[src/rtl/enokida_axi_pkg.sv]
// Shared AXI encodings and fill-engine state type for the Enokida cache masters.
package enokida_axi_pkg;

    localparam logic [1:0] AXI_BURST_FIXED = 2'b00;
    localparam logic [1:0] AXI_BURST_INCR  = 2'b01;
    localparam logic [1:0] AXI_BURST_WRAP  = 2'b10;

    localparam logic [1:0] AXI_RESP_OKAY   = 2'b00;
    localparam logic [1:0] AXI_RESP_EXOKAY = 2'b01;
    localparam logic [1:0] AXI_RESP_SLVERR = 2'b10;
    localparam logic [1:0] AXI_RESP_DECERR = 2'b11;

    typedef enum logic [1:0] {
        FILL_IDLE,
        FILL_ADDR,
        FILL_DATA,
        FILL_DONE
    } fill_state_t;

endpackage

[src/rtl/axi_line_fill_master.sv]
// AXI4 burst-read initiator: fetches one cache line per request as a single INCR burst
// and returns it as one line-wide response with an error flag.
module axi_line_fill_master
    import enokida_axi_pkg::*;
#(
    parameter int ADDR_WIDTH = 32,
    parameter int DATA_WIDTH = 32,
    parameter int LINE_WORDS = 4
) (
    input  logic                             clk,
    input  logic                             rst_n,
    input  logic                             req_valid,
    output logic                             req_ready,
    input  logic [ADDR_WIDTH-1:0]            req_addr,
    output logic                             resp_valid,
    output logic [LINE_WORDS*DATA_WIDTH-1:0] resp_rdata,
    output logic                             resp_err,
    output logic [ADDR_WIDTH-1:0]            m_axi_araddr,
    output logic [7:0]                       m_axi_arlen,
    output logic [2:0]                       m_axi_arsize,
    output logic [1:0]                       m_axi_arburst,
    output logic                             m_axi_arvalid,
    input  logic                             m_axi_arready,
    input  logic [DATA_WIDTH-1:0]            m_axi_rdata,
    input  logic [1:0]                       m_axi_rresp,
    input  logic                             m_axi_rlast,
    input  logic                             m_axi_rvalid,
    output logic                             m_axi_rready
);

    localparam int OFF_BITS = $clog2(LINE_WORDS * DATA_WIDTH / 8);
    localparam int CNT_W    = $clog2(LINE_WORDS);
    localparam logic [ADDR_WIDTH-1:0] LINE_MASK =
        ~((ADDR_WIDTH'(1) << OFF_BITS) - ADDR_WIDTH'(1));
    localparam logic [CNT_W-1:0] LAST_IDX = CNT_W'(LINE_WORDS - 1);

    fill_state_t state, state_nxt;

    logic [CNT_W-1:0]                       beat_cnt;
    logic                                   err_q;
    logic [ADDR_WIDTH-1:0]                  addr_q;
    logic [LINE_WORDS-1:0][DATA_WIDTH-1:0]  line_q;
    logic                                   beat;
    logic                                   last_beat;

    assign beat      = (state == FILL_DATA) && m_axi_rvalid;
    assign last_beat = (beat_cnt == LAST_IDX);

    always_ff @(posedge clk or negedge rst_n) begin
        if (!rst_n) state <= FILL_IDLE;
        else        state <= state_nxt;
    end

    // Burst ends on beat count alone; a misplaced RLAST only raises the error flag.
    always_comb begin
        state_nxt = state;
        case (state)
            FILL_IDLE: if (req_valid)            state_nxt = FILL_ADDR;
            FILL_ADDR: if (m_axi_arready)        state_nxt = FILL_DATA;
            FILL_DATA: if (beat && last_beat)    state_nxt = FILL_DONE;
            FILL_DONE:                           state_nxt = FILL_IDLE;
            default:                             state_nxt = FILL_IDLE;
        endcase
    end

    always_ff @(posedge clk or negedge rst_n) begin
        if (!rst_n) begin
            addr_q   <= '0;
            beat_cnt <= '0;
            err_q    <= 1'b0;
            line_q   <= '0;
        end else begin
            if (state == FILL_IDLE && req_valid) begin
                addr_q   <= req_addr & LINE_MASK;
                beat_cnt <= '0;
                err_q    <= 1'b0;
            end
            if (beat) begin
                line_q[beat_cnt] <= m_axi_rdata;
                beat_cnt         <= beat_cnt + CNT_W'(1);
                if (m_axi_rresp != AXI_RESP_OKAY || m_axi_rlast != last_beat)
                    err_q <= 1'b1;
            end
        end
    end

    assign req_ready     = (state == FILL_IDLE);
    assign m_axi_arvalid = (state == FILL_ADDR);
    assign m_axi_rready  = (state == FILL_DATA);
    assign resp_valid    = (state == FILL_DONE);
    assign resp_err      = err_q;
    assign resp_rdata    = line_q;
    assign m_axi_araddr  = addr_q;
    assign m_axi_arlen   = 8'(LINE_WORDS - 1);
    assign m_axi_arsize  = 3'($clog2(DATA_WIDTH / 8));
    assign m_axi_arburst = AXI_BURST_INCR;

endmodule

[config.mk]
export PLATFORM = sky130hd
export DESIGN_NAME = axi_line_fill_master
export DESIGN_NICKNAME = d
export VERILOG_FILES = /design/src/rtl/enokida_axi_pkg.sv /design/src/rtl/axi_line_fill_master.sv
export SDC_FILE = /design/constraint.sdc
export NUM_CORES = 1
export LEC_CHECK = 0
export CORE_MARGIN = 4
export CORE_UTILIZATION = 30
export CTS_BUF_LIST = sky130_fd_sc_hd__clkbuf_4 sky130_fd_sc_hd__clkbuf_8
export DETAILED_ROUTE_END_ITERATION = 7
export GPL_TIMING_DRIVEN = 0
export SLEW_MARGIN = 5
export SYNTH_ARGS = -nofsm -noshare
export SYNTH_HDL_FRONTEND = slang
export SYNTH_SLANG_ARGS = --single-unit
[constraint.sdc]
create_clock -name clk -period 4.47 [get_ports clk]
set_input_delay 0.894 -clock clk [delete_from_list [all_inputs] [get_ports clk]]
set_output_delay 0.894 -clock clk [all_outputs]
set_load 0.02 [all_outputs]
# After elaboration in Yosys (flattened, before gate mapping)
# Index checks and enable logic that the tools add are counted.
[op_classes]
magnitude_cmp = 2
add_sub_neg = 1
mux = 12
eq_ne = 8
reduce_logical = 9
[ops]
columns = ["cell", "n"]
rows = [
  ["bitwise mux 128 bit", 1],
  ["demux 32 bit (select 2 bit)", 1],
  ["2-to-1 mux 32 bit", 1],
  ["2-to-1 mux 2 bit", 5],
  ["case mux 2 bit (4 select lines)", 1],
  ["equality test 2 bit (second input constant)", 3],
  ["logical AND 1 bit", 4],
  ["!= test 2 x 1 -> 1 bit (second input constant)", 2],
  ["nonzero test 2 bit", 2],
  ["< comparator 2 x 3 -> 1 bit (second input constant)", 1],
  ["2-to-1 mux 1 bit", 3],
  ["AND reduction 3 bit", 1],
  ["adder 2 x 1 -> 2 bit (second input constant)", 1],
  ["equality test 2 x 1 -> 1 bit (second input constant)", 1],
  ["greater-or-equal comparator 2 x 1 -> 1 bit (second input constant)", 1],
  ["zero test 2 bit", 1],
  ["!= test 2 bit (second input constant)", 1],
  ["logical OR 1 bit", 1],
  ["!= test 1 bit", 1],
]
[totals]
regBits = 161
input_bits = 72
out_inout_bits = 178
elab_cells = 40

# Longest topological paths before layout
[logic_depth]
ltp_word = 5
ltp_mapped = 6
mapped_depth_nobuf = 5

# Least setup slack after synthesis
# No wires, ideal clock.
[synth_timing]
path_kind = "input-to-reg"
from = "input port req_valid"
to = "register state[1]"
arrival_time_ns = 1.670
setup_slack_ns = 2.676
path_stages = 3
required_time_ns = 4.345
path_buffers = 0
setup_time_ns = 0.125
cell_sequence = "inv_1 a222oi_1 mux2_2"
[synth_between]
elab_chain_len = 2
[synth_rtl]
columns = ["item", "line_no", "rtl"]
rows = [
  ["start: declaration", "axi_line_fill_master.sv:12", "input logic req_valid,"],
  ["!= test 2 bit (no line)", "--", ""],
  ["AND reduction 3 bit (no line)", "--", ""],
  ["end signal: assignment", "axi_line_fill_master.sv:51", "else state <= state_nxt;"],
  ["end: declaration", "axi_line_fill_master.sv:37", "fill_state_t state, state_nxt;"],
]
# No other way between the ends.
# A chain may end at the register's enable or synchronous reset.

# Worst setup path after layout
[layout_timing]
from = "register state[0]"
to = "output port m_axi_rready"
[layout_between]
elab_chain_len = 1
[layout_rtl]
columns = ["item", "line_no", "rtl"]
rows = [
  ["equality test 2 bit", "axi_line_fill_master.sv:89", "assign m_axi_rready = (state == FILL_DATA);"],
  ["end: declaration", "axi_line_fill_master.sv:28", "output logic m_axi_rready"],
]
# No other way between the ends.

==> results.yml <==
run_status:
  status: "complete, no violations"
drt:
  first_pass_iters: 4
  drt-wirelength-per-cell_um: 17.3
  drt_iter0_drc: 127
  drt_wl_total_mm: 16.2
  post_drt_via_cell_ratio: 4.29
  antenna_violating_nets_post_route: 0
  via_count: 4027
  drc: 0
layout:
  fin_util_pct: 45.3
  area_delta_synth_final_pct: 48.5
  final_layout_size_suffix_gt1_share_pct: 34.2
  final_cell_count_no_fill: 939
  antenna_cells_inserted: 0
  total_nets_final: 732
grt:
  global_route.overflow_total: 0
  antenna_violations_before_repair: 0
  groute.usage.overall_pct: 13.9
  grt_start_max_net_pins: 84
  grt_pass1_vias: 4592
  grt_first_pass_wirelength_mm: 25.8
synth:
  synth_top_area_share_pct: 63.1
  synth_area_leader_cell: "sky130_fd_sc_hd__dfrtp_1"
  ys_ff_latch: 161
  syn-instance-count: 388
  synth_sequential_area_ratio_pct: 63.1
  yosys_warns: 0
  ys_top_cells_by_area: "sky130_fd_sc_hd__dfrtp_1 (63%), sky130_fd_sc_hd__mux2_2 (26%), sky130_fd_sc_hd__buf_4 (2.0%), sky130_fd_sc_hd__buf_6 (1.9%), sky130_fd_sc_hd__mux2_4 (1.9%)"
  syn-mean-instance-area_um2: 16.5
  cell_area_synth_mm2: 0.00639
  netlist-cell-type-count: 22
setup_path:
  cp_data_arrival_time_ns: 1.91
  worst-r2r-cell-count: 6
  cells_along_the_critical_path: "inv_1, ha_1, clkdlybuf4s50_1"
  cpPeakStageDelay_ns: 0.67
  critical_path.reg2reg.startpoint: "state[0]"
  cp-end-kind: "primary output"
  r2r-end: "resp_rdata[114]"
  critical_path_class: "reg2out"
  crit_slowest_cell: "sky130_fd_sc_hd__clkdlybuf4s50_1"
  setup.worst_path.start_class: "flop"
  timing.reg2reg.setup_slack_ns: 2.65
  worst-endpoint-required_ns: 3.58
  cpLargestDelayFamily: "buffers and inverters"
  critical_path_buf_inv_count: 2
  path_max_fanout: 5
clock_tree:
  post_cts_buffers: 0
  clock_tree.root_cell: "sky130_fd_sc_hd__clkbuf_8"
  clock_transition_at_the_registers_of_the_reported_paths_ns: 0.09
  tritoncts: "built"
  h-tree-depth: 4
  clock_sink_count: 161
  clk_latency_ns: 0.44
  clockBufferDepth: 2
  post_cts_resized: 0
  cts_hold_buf: 0
  cts-buffers-inserted: 17
die:
  die_area_mm2: 0.0237
  count_of_standard_cell_rows: 53
  floorplan.initialDensity_pct: 30.5
  num_io_pins: 250
  core_area_mm2: 0.0210
  fp.dieW_um: 154
  fp.dieH_um: 154
sta:
  rsz_0062_raised_after_global_routing: "false"
  max_clock_freq_mhz: 356
  worstMarginPinSlew_ns: 0.648
  rel_slew_slack_pct: 56.8
  fin_crit_ns: 2.81
  setup_slack_ns: 1.66
  hold_violations: 0
  hold-worst-slack_ns: 0.404
  finalMaxSlewViolations: 0
  fin_worst_skew_ns: 0.0126
  setup_viol_count_final: 0
  fin_crit_sh_pct: 62.8
placed_design:
  hpwl_mm: 12.0
  place.port_buffers: 228
  place_inst: 907
  gp_congestion: 0.754
  dp_worst_setup_slack_ns: 2.06
worst_hold_path:
  hold_path_class: "in2async"
power_and_ir_drop:
  pwr_total_mw: 6.98
  power.static_leakage_nw: 4.30
  powerDensity_mw_per_mm2: 735
  peakVddDrop_mv: 0.381
job:
  cap_violations: 0
[synth_stat cells]
library cell	count
sky130_fd_sc_hd__mux2_1	1
sky130_fd_sc_hd__and2_4	1
sky130_fd_sc_hd__nand2_1	6
sky130_fd_sc_hd__o21ai_0	2
sky130_fd_sc_hd__nor3_1	1
sky130_fd_sc_hd__mux2_2	148
sky130_fd_sc_hd__a22oi_1	1
sky130_fd_sc_hd__clkbuf_8	1
sky130_fd_sc_hd__nor2_1	1
sky130_fd_sc_hd__nand2_4	4
sky130_fd_sc_hd__inv_1	6
sky130_fd_sc_hd__buf_4	17
sky130_fd_sc_hd__ha_1	9
sky130_fd_sc_hd__mux2_4	8
sky130_fd_sc_hd__dfrtp_1	161
sky130_fd_sc_hd__buf_6	11
sky130_fd_sc_hd__a2bb2oi_1	1
sky130_fd_sc_hd__xor2_1	1
sky130_fd_sc_hd__buf_2	3
sky130_fd_sc_hd__a222oi_1	1
sky130_fd_sc_hd__conb_1	2
sky130_fd_sc_hd__nand3_1	2
[worst register-to-register path, stage by stage (launching register included)]
cell and delay, ns:
sky130_fd_sc_hd__dfrtp_1 0.41, sky130_fd_sc_hd__inv_1 0.10, sky130_fd_sc_hd__ha_1 0.27, sky130_fd_sc_hd__and2_4 0.21, sky130_fd_sc_hd__nand2_4 0.14, sky130_fd_sc_hd__clkbuf_8 0.22, sky130_fd_sc_hd__mux2_2 0.35
[worst max-delay path by stage]
stage | from | endpoint | slack (ns) | depth (start not counted)
3_5_place_dp | m_axi_rvalid | resp_rdata[60] | 2.06 | 5
4_1_cts | state[0] | m_axi_rready | 1.61 | 3
5_1_grt | state[0] | m_axi_rready | 1.52 | 3
2_1_floorplan | req_valid | state[1] | 2.68 | 3
3_3_place_gp | rst_n | resp_rdata[114] | -3.81 | 1
6_report | state[0] | m_axi_rready | 1.66 | 3
[area by class of cell]
cell class,count,area [µm²]
fillers,1891,11500
flip-flops and latches,161,4030
plain buffers,32,280
repair buffers,229,2310
clock buffers,21,283
well taps,275,344
clock inverters,11,103
inverters,6,22.5
multi-input cells,204,2110
[layout by cell type (no fill, tap or decap), drive strengths merged]
cell type        n
clkdlybuf4s50  227
dfrtp          161
mux2           157
buf             33
clkbuf          22
conb            17
nand2           10
ha               9
inv              9
clkinv           7
o21ai            2
nand3            2
xor2             1
nor3             1
and2             1
a222oi           1
nor2             1
a22oi            1
a2bb2oi          1
bufinv           1
[routing by layer]
layer	global-route usage [%]	up-vias	part of all wire, %
met5	0	-	0
met4	3.87	0	1.3
met3	5.54	14	8.0
met2	24.2	139	52
met1	15.8	2030	39
li1	-	1844	-
[report_power, final]
group / switching (mW) / internal, mW
combinational: 1.61 / 1.85
clock: 0.544 / 0.496
sequential: 0.357 / 2.13
[flip-flops by register name (all words and copies together), names as in the netlist]
name / count
m_axi_araddr: 28
state: 2
beat_cnt: 2
resp_err: 1
resp_rdata: 128
[through the flow]
| stage | setup TNS (ns) | instance area [µm²] |
|---|---|---|
| finish | 0 | 9490 |
| global route | 0 | 9490 |
| CTS | 0 | 9490 |
| detailed placement | 0 | 9100 |
| global placement | -611.15 | 9070 |
| floorplan | 0 | 6450 |
[logic make-up after synthesis]
family / count (synthesis) / synth area share [%]
AOI/OAI and AO/OA: 5 / 0.568
xor gates and xnor gates: 1 / 0.137
adders and majority gates: 9 / 1.76
buffers and inverters: 38 / 4.74
DFF: 161 / 63.1
muxes: 157 / 28.1
other: 2 / 0.118
and+or+nand+nor: 15 / 1.49
Note: power is estimated with default switching activity, not from simulation.
